--- src/rtl/crt_loader_if.sv ---
// CRT loader bus: download byte stream in, bank descriptors and SDRAM payload writes out.
interface crt_loader_if;
  logic        crt_download;
  logic        ioctl_wr;
  logic [7:0]  ioctl_data;
  logic        cart_loading;
  logic        cart_attached;
  logic        crt_error;
  logic [15:0] cart_id;
  logic [7:0]  cart_exrom;
  logic [7:0]  cart_game;
  logic [15:0] cart_bank_laddr;
  logic [15:0] cart_bank_size;
  logic [15:0] cart_bank_num;
  logic [7:0]  cart_bank_type;
  logic [23:0] cart_bank_raddr;
  logic        cart_bank_wr;
  logic [23:0] mem_addr;
  logic [7:0]  mem_data;
  logic        mem_wr;

  modport master (
    input  crt_download, ioctl_wr, ioctl_data,
    output cart_loading, cart_attached, crt_error, cart_id, cart_exrom, cart_game,
           cart_bank_laddr, cart_bank_size, cart_bank_num, cart_bank_type,
           cart_bank_raddr, cart_bank_wr, mem_addr, mem_data, mem_wr
  );

  modport slave (
    output crt_download, ioctl_wr, ioctl_data,
    input  cart_loading, cart_attached, crt_error, cart_id, cart_exrom, cart_game,
           cart_bank_laddr, cart_bank_size, cart_bank_num, cart_bank_type,
           cart_bank_raddr, cart_bank_wr, mem_addr, mem_data, mem_wr
  );
endinterface

--- src/rtl/crt_loader.sv ---
// Streaming .CRT parser: validates file/CHIP headers, relocates payloads into 8K-aligned
// SDRAM slots and emits one bank descriptor per CHIP packet.
module crt_loader #(
  parameter logic [23:0] ROM_BASE   = 24'h100000,
  parameter int          ALLOC_BITS = 20
) (
  input  logic         clk32,
  input  logic         reset,
  crt_loader_if.master bus
);
  typedef enum logic [2:0] {IDLE, FHDR, FSKIP, CHDR, DATA, PSKIP, DONE, ERR} state_t;

  localparam int            AW        = ALLOC_BITS + 1;
  localparam logic [127:0]  FILE_SIG  = "C64 CARTRIDGE   ";
  localparam logic [31:0]   CHIP_SIG  = "CHIP";
  localparam logic [AW:0]   WIN_LIMIT = (AW+1)'(1) << ALLOC_BITS;

  function automatic logic [AW-1:0] round_up_8k(input logic [15:0] size);
    logic [16:0] padded;
    padded        = {1'b0, size} + 17'h1FFF;
    padded[12:0]  = '0;
    return AW'(padded);
  endfunction

  state_t        state_q, state_d;
  logic [31:0]   cnt_q, cnt_d;
  logic [31:0]   hdr_len_q, hdr_len_d;
  logic [31:0]   pkt_len_q, pkt_len_d;
  logic [15:0]   size_q, size_d;
  logic [7:0]    ch_type_q, ch_type_d;
  logic [15:0]   ch_bank_q, ch_bank_d;
  logic [15:0]   ch_laddr_q, ch_laddr_d;
  logic [AW-1:0] alloc_q, alloc_d;
  logic          chip_seen_q, chip_seen_d;
  logic          dl_prev_q, loading_q;
  logic          attached_q, attached_d;
  logic          error_q, error_d;
  logic [15:0]   id_q, id_d;
  logic [7:0]    exrom_q, exrom_d;
  logic [7:0]    game_q, game_d;
  logic [15:0]   bladdr_q, bladdr_d;
  logic [15:0]   bsize_q, bsize_d;
  logic [15:0]   bnum_q, bnum_d;
  logic [7:0]    btype_q, btype_d;
  logic [23:0]   braddr_q, braddr_d;
  logic          bwr_q, bwr_d;
  logic [23:0]   mem_addr_p1, mem_addr_d;
  logic [7:0]    mem_data_p1, mem_data_d;
  logic          vld_p1, vld_d;

  logic          vld_p0;
  logic [7:0]    data_p0;
  logic          rise, fall, to_err;
  logic [15:0]   size_fin;
  logic [AW:0]   end_pos;

  assign vld_p0  = bus.ioctl_wr;
  assign data_p0 = bus.ioctl_data;
  // dl_prev resets high so a download already in progress at reset release is not seen as a start
  assign rise    = bus.crt_download & ~dl_prev_q;
  assign fall    = ~bus.crt_download & dl_prev_q;

  always_comb begin
    state_d     = state_q;
    cnt_d       = cnt_q;
    hdr_len_d   = hdr_len_q;
    pkt_len_d   = pkt_len_q;
    size_d      = size_q;
    ch_type_d   = ch_type_q;
    ch_bank_d   = ch_bank_q;
    ch_laddr_d  = ch_laddr_q;
    alloc_d     = alloc_q;
    chip_seen_d = chip_seen_q;
    attached_d  = attached_q;
    error_d     = error_q;
    id_d        = id_q;
    exrom_d     = exrom_q;
    game_d      = game_q;
    bladdr_d    = bladdr_q;
    bsize_d     = bsize_q;
    bnum_d      = bnum_q;
    btype_d     = btype_q;
    braddr_d    = braddr_q;
    bwr_d       = 1'b0;
    mem_addr_d  = mem_addr_p1;
    mem_data_d  = mem_data_p1;
    vld_d       = 1'b0;
    to_err      = 1'b0;
    size_fin    = {size_q[7:0], data_p0};
    end_pos     = {1'b0, alloc_q} + (AW+1)'(size_fin);

    if (rise) begin
      state_d     = FHDR;
      cnt_d       = '0;
      hdr_len_d   = '0;
      alloc_d     = '0;
      chip_seen_d = 1'b0;
      attached_d  = 1'b0;
      error_d     = 1'b0;
    end else begin
      if (vld_p0) begin
        case (state_q)
          FHDR: begin
            cnt_d = cnt_q + 32'd1;
            if (cnt_q < 32'd16 && data_p0 != 8'(FILE_SIG >> {~cnt_q[3:0], 3'b000}))
              to_err = 1'b1;
            case (cnt_q)
              32'h10, 32'h11, 32'h12, 32'h13: hdr_len_d = {hdr_len_q[23:0], data_p0};
              32'h16: id_d[15:8] = data_p0;
              32'h17: id_d[7:0]  = data_p0;
              32'h18: exrom_d    = data_p0;
              32'h19: game_d     = data_p0;
              32'h3F: begin
                if (hdr_len_q > 32'h40) begin
                  state_d = FSKIP;
                end else begin
                  state_d = CHDR;
                  cnt_d   = '0;
                end
              end
              default: ;
            endcase
          end
          FSKIP: begin
            cnt_d = cnt_q + 32'd1;
            if (cnt_q == hdr_len_q - 32'd1) begin
              state_d = CHDR;
              cnt_d   = '0;
            end
          end
          CHDR: begin
            cnt_d = cnt_q + 32'd1;
            case (cnt_q[3:0])
              4'd0, 4'd1, 4'd2, 4'd3:
                if (data_p0 != 8'(CHIP_SIG >> {~cnt_q[1:0], 3'b000})) to_err = 1'b1;
              4'd4, 4'd5, 4'd6: pkt_len_d = {pkt_len_q[23:0], data_p0};
              4'd7: begin
                pkt_len_d = {pkt_len_q[23:0], data_p0};
                if ({pkt_len_q[23:0], data_p0} < 32'h10) to_err = 1'b1;
              end
              4'd9:         ch_type_d  = data_p0;
              4'd10, 4'd11: ch_bank_d  = {ch_bank_q[7:0], data_p0};
              4'd12, 4'd13: ch_laddr_d = {ch_laddr_q[7:0], data_p0};
              4'd14:        size_d     = {size_q[7:0], data_p0};
              4'd15: begin
                size_d = size_fin;
                // a packet that would not fit the window is rejected before any descriptor or write
                if (size_fin != 16'd0 && end_pos > WIN_LIMIT) begin
                  to_err = 1'b1;
                end else begin
                  chip_seen_d = 1'b1;
                  bwr_d       = 1'b1;
                  bladdr_d    = ch_laddr_q;
                  bsize_d     = size_fin;
                  bnum_d      = ch_bank_q;
                  btype_d     = ch_type_q;
                  braddr_d    = ROM_BASE + 24'(alloc_q);
                  cnt_d       = '0;
                  if (size_fin != 16'd0) begin
                    state_d = DATA;
                  end else if (pkt_len_q > 32'd16) begin
                    state_d = PSKIP;
                    cnt_d   = 32'd16;
                  end else begin
                    state_d = CHDR;
                  end
                end
              end
              default: ;
            endcase
          end
          DATA: begin
            vld_d      = 1'b1;
            mem_data_d = data_p0;
            mem_addr_d = ROM_BASE + 24'(alloc_q) + 24'(cnt_q[15:0]);
            cnt_d      = cnt_q + 32'd1;
            if (cnt_q[15:0] == size_q - 16'd1) begin
              alloc_d = alloc_q + round_up_8k(size_q);
              if (pkt_len_q > 32'(size_q) + 32'd16) begin
                state_d = PSKIP;
                cnt_d   = 32'(size_q) + 32'd16;
              end else begin
                state_d = CHDR;
                cnt_d   = '0;
              end
            end
          end
          PSKIP: begin
            cnt_d = cnt_q + 32'd1;
            if (cnt_q == pkt_len_q - 32'd1) begin
              state_d = CHDR;
              cnt_d   = '0;
            end
          end
          default: ;
        endcase
      end

      if (to_err) state_d = ERR;

      // end-of-download check sees the state after this cycle's byte
      if (fall) begin
        case (state_d)
          FHDR, FSKIP, CHDR, DATA, PSKIP: begin
            if (state_d == CHDR && cnt_d == 32'd0 && chip_seen_d) begin
              state_d    = DONE;
              attached_d = 1'b1;
            end else begin
              state_d = ERR;
            end
          end
          default: ;
        endcase
      end

      if (state_d == ERR) begin
        error_d    = 1'b1;
        attached_d = 1'b0;
      end
    end
  end

  always_ff @(posedge clk32 or negedge reset) begin
    if (!reset) begin
      state_q     <= IDLE;
      cnt_q       <= '0;
      hdr_len_q   <= '0;
      pkt_len_q   <= '0;
      size_q      <= '0;
      ch_type_q   <= '0;
      ch_bank_q   <= '0;
      ch_laddr_q  <= '0;
      alloc_q     <= '0;
      chip_seen_q <= 1'b0;
      dl_prev_q   <= 1'b1;
      loading_q   <= 1'b0;
      attached_q  <= 1'b0;
      error_q     <= 1'b0;
      id_q        <= '0;
      exrom_q     <= '0;
      game_q      <= '0;
      bladdr_q    <= '0;
      bsize_q     <= '0;
      bnum_q      <= '0;
      btype_q     <= '0;
      braddr_q    <= '0;
      bwr_q       <= 1'b0;
      mem_addr_p1 <= '0;
      mem_data_p1 <= '0;
      vld_p1      <= 1'b0;
    end else begin
      state_q     <= state_d;
      cnt_q       <= cnt_d;
      hdr_len_q   <= hdr_len_d;
      pkt_len_q   <= pkt_len_d;
      size_q      <= size_d;
      ch_type_q   <= ch_type_d;
      ch_bank_q   <= ch_bank_d;
      ch_laddr_q  <= ch_laddr_d;
      alloc_q     <= alloc_d;
      chip_seen_q <= chip_seen_d;
      dl_prev_q   <= bus.crt_download;
      loading_q   <= bus.crt_download;
      attached_q  <= attached_d;
      error_q     <= error_d;
      id_q        <= id_d;
      exrom_q     <= exrom_d;
      game_q      <= game_d;
      bladdr_q    <= bladdr_d;
      bsize_q     <= bsize_d;
      bnum_q      <= bnum_d;
      btype_q     <= btype_d;
      braddr_q    <= braddr_d;
      bwr_q       <= bwr_d;
      mem_addr_p1 <= mem_addr_d;
      mem_data_p1 <= mem_data_d;
      vld_p1      <= vld_d;
    end
  end

  assign bus.cart_loading    = loading_q;
  assign bus.cart_attached   = attached_q;
  assign bus.crt_error       = error_q;
  assign bus.cart_id         = id_q;
  assign bus.cart_exrom      = exrom_q;
  assign bus.cart_game       = game_q;
  assign bus.cart_bank_laddr = bladdr_q;
  assign bus.cart_bank_size  = bsize_q;
  assign bus.cart_bank_num   = bnum_q;
  assign bus.cart_bank_type  = btype_q;
  assign bus.cart_bank_raddr = braddr_q;
  assign bus.cart_bank_wr    = bwr_q;
  assign bus.mem_addr        = mem_addr_p1;
  assign bus.mem_data        = mem_data_p1;
  assign bus.mem_wr          = vld_p1;
endmodule

--- src/flat_wrapper.sv ---
// flat-port wrapper written by rule: the top's interface ports become plain ports
module crt_loader_flat 
#(
  parameter logic [23:0] ROM_BASE   = 24'h100000,
  parameter int          ALLOC_BITS = 20
)
  (clk32, reset, bus_crt_download, bus_ioctl_wr, bus_ioctl_data, bus_cart_loading, bus_cart_attached, bus_crt_error, bus_cart_id, bus_cart_exrom, bus_cart_game, bus_cart_bank_laddr, bus_cart_bank_size, bus_cart_bank_num, bus_cart_bank_type, bus_cart_bank_raddr, bus_cart_bank_wr, bus_mem_addr, bus_mem_data, bus_mem_wr);
  crt_loader_if bus_i ();
  input  logic clk32;
  input  logic reset;
  input wire logic [$bits(bus_i.crt_download)-1:0] bus_crt_download;
  input wire logic [$bits(bus_i.ioctl_wr)-1:0] bus_ioctl_wr;
  input wire logic [$bits(bus_i.ioctl_data)-1:0] bus_ioctl_data;
  output wire logic [$bits(bus_i.cart_loading)-1:0] bus_cart_loading;
  output wire logic [$bits(bus_i.cart_attached)-1:0] bus_cart_attached;
  output wire logic [$bits(bus_i.crt_error)-1:0] bus_crt_error;
  output wire logic [$bits(bus_i.cart_id)-1:0] bus_cart_id;
  output wire logic [$bits(bus_i.cart_exrom)-1:0] bus_cart_exrom;
  output wire logic [$bits(bus_i.cart_game)-1:0] bus_cart_game;
  output wire logic [$bits(bus_i.cart_bank_laddr)-1:0] bus_cart_bank_laddr;
  output wire logic [$bits(bus_i.cart_bank_size)-1:0] bus_cart_bank_size;
  output wire logic [$bits(bus_i.cart_bank_num)-1:0] bus_cart_bank_num;
  output wire logic [$bits(bus_i.cart_bank_type)-1:0] bus_cart_bank_type;
  output wire logic [$bits(bus_i.cart_bank_raddr)-1:0] bus_cart_bank_raddr;
  output wire logic [$bits(bus_i.cart_bank_wr)-1:0] bus_cart_bank_wr;
  output wire logic [$bits(bus_i.mem_addr)-1:0] bus_mem_addr;
  output wire logic [$bits(bus_i.mem_data)-1:0] bus_mem_data;
  output wire logic [$bits(bus_i.mem_wr)-1:0] bus_mem_wr;
  assign bus_i.crt_download = bus_crt_download;
  assign bus_i.ioctl_wr = bus_ioctl_wr;
  assign bus_i.ioctl_data = bus_ioctl_data;
  assign bus_cart_loading = bus_i.cart_loading;
  assign bus_cart_attached = bus_i.cart_attached;
  assign bus_crt_error = bus_i.crt_error;
  assign bus_cart_id = bus_i.cart_id;
  assign bus_cart_exrom = bus_i.cart_exrom;
  assign bus_cart_game = bus_i.cart_game;
  assign bus_cart_bank_laddr = bus_i.cart_bank_laddr;
  assign bus_cart_bank_size = bus_i.cart_bank_size;
  assign bus_cart_bank_num = bus_i.cart_bank_num;
  assign bus_cart_bank_type = bus_i.cart_bank_type;
  assign bus_cart_bank_raddr = bus_i.cart_bank_raddr;
  assign bus_cart_bank_wr = bus_i.cart_bank_wr;
  assign bus_mem_addr = bus_i.mem_addr;
  assign bus_mem_data = bus_i.mem_data;
  assign bus_mem_wr = bus_i.mem_wr;
  crt_loader #(.ROM_BASE(ROM_BASE), .ALLOC_BITS(ALLOC_BITS)) u_core (.clk32(clk32), .reset(reset), .bus(bus_i));
endmodule
--- config.mk ---
export PLATFORM = sky130hd
export DESIGN_NAME = crt_loader_flat
export DESIGN_NICKNAME = d
export VERILOG_FILES = /design/src/rtl/crt_loader_if.sv /design/src/rtl/crt_loader.sv /design/src/flat_wrapper.sv
export SDC_FILE = /design/constraint.sdc
export NUM_CORES = 1
export LEC_CHECK = 0
export ABC_AREA = 1
export BUFFER_PORTS_ARGS = -buffer_cell sky130_fd_sc_hd__buf_2
export CORE_MARGIN = 2
export CORE_UTILIZATION = 42
export DETAILED_ROUTE_END_ITERATION = 12
export PLACE_DENSITY = 0.6
export SYNTH_ARGS = -nofsm -noshare
export SYNTH_HDL_FRONTEND = slang
export SYNTH_SLANG_ARGS = --single-unit
--- constraint.sdc ---
create_clock -name clk32 -period 4.1 [get_ports clk32]
set_input_delay 0.41 -clock clk32 [delete_from_list [all_inputs] [get_ports clk32]]
set_output_delay 0.41 -clock clk32 [all_outputs]
set_load 0.01 [all_outputs]
==> metrics.sh <==
CLOCK-SINKS=297
TIMING.FINAL.SETUP_VIOLATIONS=0
SHARE_COMB_OF_TOTAL_POWER_PCT=45.7
AREAGROWTHSYNTHTOFINISH_PCT=18.0
SYNTH_EDF_COUNT=0
ROUTABILITYCONGESTION=0.978
SYNTHDOMINANTCELLAREASHARE_PCT=40.4
FILLERS=4364
CLOCKROOTBUFFER='clkbuf_16'
CTS_INSERTED_BUFFERS=35
CAP_VIOL_MAX_COUNT=0
IOS=161
TIMING.FINAL.CRIT_PERIOD_PS=3790
WORSTSKEWPAIRLATENCY_PS=560
WORSTSETUPSTARTPOINTTYPE='flip-flop'
FINAL.SETUP.TNS_PS=0
PWR-SHARE-CLK_PCT=24.9
INITIAL_UTILIZATION_PCT=42.6
FINAL-HOLD-VIOLATION-COUNT=0
TERMINUS_OF_THE_CRITICAL_FLOP_TO_FLOP_PATH='u_core.bus.cart_attached$_DFFE_PN0P_'
DIEHEIGHT_UM=213
TIMING.CRITICAL_PATH.FROM='u_core.size_q[5]$_DFFE_PN0P_'
CRIT_TOP_CELL='nand2_1'
GRT_USAGE_PCT=28.5
CTS_MAX_LEVEL=2
SETUP.WORST_PATH.CLASS='flip-flop to flip-flop'
CRITICAL_PATH_PEAK_FANOUT=7
POST_SYNTH_INST_COUNT=2534
MAX-CLOCK-PATH-BUFFERS=3
WORST_SETUP_PATH_END_KIND='flip-flop'
GLOBAL_ROUTE_WIRE_LENGTH_BEFORE_REPAIR_UM=98000
PIN_SLEW_WITH_THE_LEAST_HEADROOM_TO_ITS_LIMIT_PS=1070
WORST_SETUP_PATH_ENDPOINT='u_core.bus.cart_attached$_DFFE_PN0P_'
HOLDCRITPATHCLASS='input pin to flip-flop'
SLOWEST_CELL_ON_THE_CRITICAL_PATH='dfrtp_1'
NUMBER_OF_ANTENNA_VIOLATIONS_AT_THE_FIRST_CHECK_IN_GLOBAL_ROUTING=1
PORTBUFFERS=143
NUMBER_OF_GLOBAL_ROUTE_VIAS_BEFORE_REPAIR=16900
VIASPERCELL=5.22
POWER_REPORT.INTERNAL_TOTAL_mW=7.89
FP_ROWS=76
WIRELENGTH_UM=63700
SW_SHARE_PCT=43.3
WORST_R2R_STARTPOINT='u_core.size_q[5]$_DFFE_PN0P_'
NNETSFINAL=2792
MAXCLOCKFREQUENCY_MHz=264
DRT_FIRST_ITER_VIOLATIONS=1714
FLOORPLAN.DIE_AREA_UM2=45400
NETLIST-CELL-TYPE-COUNT=54
FINALCLOCKSKEW_PS=14.3
REGTOREGSETUPSLACK_PS=310
DETAIL_ROUTE.FIRST_PASS.ITERATIONS=5
FP.DIEW_UM=213
SYN-MEAN-INSTANCE-AREA_UM2=7.24
GRT_REMAINING_OVERFLOW=0
SLEW_HEADROOM_PCT=28.2
YS_SEQ_ELEMENTS=297
ARRIVAL_PS=4230
NUM_VIAS=17500
CLOCK_TREE_FROM_TRITONCTS='built'
FP.COREAREA_UM2=43100
CLKSLEWWORSTSETUPHOLDPATHS_PS=60
OUTCOME='finished, final reports clean'
NUMPLACEDINSTANCES=3280
WIRE_PER_INST_UM=19.0
GRT_MAX_DEGREE=106
P_LEAK_nW=11.4
YOSYS_WARNINGS=0
WORST_PATH_LARGEST_CELL_DELAY_PS=410
P_SW_mW=6.02
SEQ_POWER_SHARE_PCT=29.4
R2R_CELLS=29
WORST-ENDPOINT-REQUIRED_PS=4540
POSTSYNTH.TOPFLOPCELL='dfrtp_1'
DRT_DRC_VIOLATIONS_LEFT=0
SYN_AREA_UM2=18300
NETLIST_TOP_CELLS_AREA='dfrtp_1 40%, nand2_1 15%, o21ai_0 6.3%'
FINALCRITPERIODSHARE_PCT=92.5
IRDROPWORSTVDD_mV=0.310
FINAL_LAYOUT_SIZE_SUFFIX_GT1_SHARE_PCT=16.0
DRV_SLEW=0
SYNTH_AREA_LEADER_CELL='dfrtp_1'
POWER_DENSITY_nW_PER_UM2=643
FINALNONFILLERCELLS=3352
ASYNCSETRESETFLOPFRACSYNTH_PCT=100
SEQUENTIAL_CELL_AREA_FRACTION_IN_THE_YOSYS_REPORT_PCT=40.5
DETAIL-ROUTE-ANTENNA-NETS=0
DP_HPWL_UM=47600
[cell usage in the layout (no fill, tap or decap), types with 16 or more instances in the layout]
cell type	netlist	layout
o21ai_1	13	16
nand4_1	41	41
o22ai_1	38	37
inv_1	259	259
ha_1	38	37
a21oi_1	39	38
conb_1	1	18
buf_2	16	142
nor2_2	28	32
nand3_1	136	132
nand2_1	752	750
nand2_2	17	18
xnor2_1	30	30
nor2_4	17	18
o21ai_0	232	229
nor2_1	270	265
xor2_1	83	82
dfrtp_1	296	296
buf_4	22	122
clkbuf_16	0	36
nor3_1	28	27
[registers in the layout, summed over array words and instances, names as in the netlist, 3 cells and up]
register,count
u_core.bus.mem_addr,22
u_core.bus.cart_exrom,8
u_core.cnt_q,32
u_core.bus.cart_bank_type,8
u_core.bus.cart_id,16
u_core.ch_type_q,8
u_core.state_q,3
u_core.bus.cart_bank_size,16
u_core.bus.cart_game,8
u_core.bus.cart_bank_laddr,16
u_core.ch_bank_q,16
u_core.size_q,16
u_core.bus.cart_bank_num,16
u_core.bus.cart_bank_raddr,9
u_core.alloc_q,8
u_core.hdr_len_q,32
u_core.bus.mem_data,8
u_core.pkt_len_q,32
u_core.ch_laddr_q,16
[routing by layer]
metal | global-route usage (%) | vias to the layer above | routed length (um) | share of wire [%]
li1 | - | 8458 | - | -
met1 | 39.3 | 8397 | 28700 | 45
met2 | 45.7 | 533 | 29400 | 46
met3 | 4.28 | 111 | 3760 | 5.9
met4 | 9.79 | 0 | 1850 | 2.9
met5 | 0 | - | 0 | 0
[layout make-up]
cell class,instances,area [um2],area share (%)
inverters,272,1020,4.72
clock buffers,46,988,4.57
repair buffers,269,1700,7.86
diodes,1,2.50,0.0116
well taps,585,732,3.38
clock inverters,16,273,1.26
multi-input cells,1866,9490,43.8
flip-flops and latches,297,7430,34.3
[logic make-up (layout without fill, tap and decap cells)]
group | after synthesis | count (layout) | share of synthesized area (%)
DFF | 297 | 297 | 40.5
and+or+nand+nor | 1346 | 1347 | 32.2
other | 1 | 19 | 0.0204
muxes | 2 | 2 | 0.123
buffers and inverters | 389 | 603 | 8.73
AOI/OAI and AO/OA | 345 | 345 | 10.0
adders and majority gates | 39 | 39 | 2.70
xor gates and xnor gates | 115 | 115 | 5.64
[critical path, delay by kind of cell (launching register included)]
kind | cells | cell delay [ps]
flops | 1 | 410
xor+xnor | 1 | 180
fa+ha+maj | 2 | 520
simple gates | 24 | 2340
buf+inv | 1 | 50
compound gates | 1 | 180
[per-stage QoR]
stage | hold WS [ps] | cell area [um2] | power [mW] | utilization [%] | setup WS, ps
2_1_floorplan | 114 | 18400 | 8.03 | - | 584
3_3_place_gp | 451 | 20200 | 10.1 | 46.9 | 232
3_5_place_dp | 451 | 20200 | 10.2 | 46.9 | 166
4_1_cts | 275 | 21500 | 13.7 | 49.9 | 120
5_1_grt | 312 | 21600 | 14.9 | 50.2 | -9.85
6_report | 304 | 21600 | 13.9 | 50.2 | 308
[Yosys cell counts, drive strengths merged (16+ instances only)]
cell / count
nand2: 773
ha: 38
o21ai: 247
buf: 43
inv: 268
nor4: 16
xnor2: 30
nand3: 145
nor3: 31
xor2: 83
nor2: 317
nand4: 43
clkbuf: 74
dfrtp: 296
a21oi: 40
o22ai: 38
[power by group through the flow]
| stage | Sequential, mW | Combinational (mW) | Clock, mW |
|---|---|---|---|
| 5_1_grt | 4.15 | 7.07 | 3.62 |
| 4_1_cts | 4.07 | 6.13 | 3.51 |
| 3_5_place_dp | 4.12 | 6.10 | 0 |
| 2_1_floorplan | 3.96 | 4.07 | 0 |
| 6_report | 4.09 | 6.35 | 3.46 |
| 3_3_place_gp | 4.11 | 6.03 | 0 |
[worst min path at each step]
stage | start | cells after the start | to | slack, ps
6_report | bus_ioctl_data[3] | 3 | u_core.size_q[3]$_DFFE_PN0P_ | 300
5_1_grt | bus_ioctl_data[3] | 3 | u_core.pkt_len_q[3]$_DFFE_PN0P_ | 310
4_1_cts | bus_ioctl_data[3] | 3 | u_core.pkt_len_q[3]$_DFFE_PN0P_ | 270
3_5_place_dp | u_core.ch_type_q[4]$_DFFE_PN0P_ | 2 | u_core.bus.cart_bank_type[4]$_DFFE_PN0P_ | 450
3_3_place_gp | u_core.bus.mem_addr[13]$_DFFE_PN0P_ | 2 | u_core.bus.mem_addr[13]$_DFFE_PN0P_ | 450
2_1_floorplan | reset | 0 | u_core.alloc_q[13]$_DFFE_PN0P_ | 110
[timing repair]
action | CTS | global route
buffers inserted | 0 | 6
endpoints found under the hold margin | 84 | 0
resized for setup | 0 | 21
endpoints found under the setup margin | 0 | 3
hold buffers | 2 | 0
(Power assumes the default switching activity.)
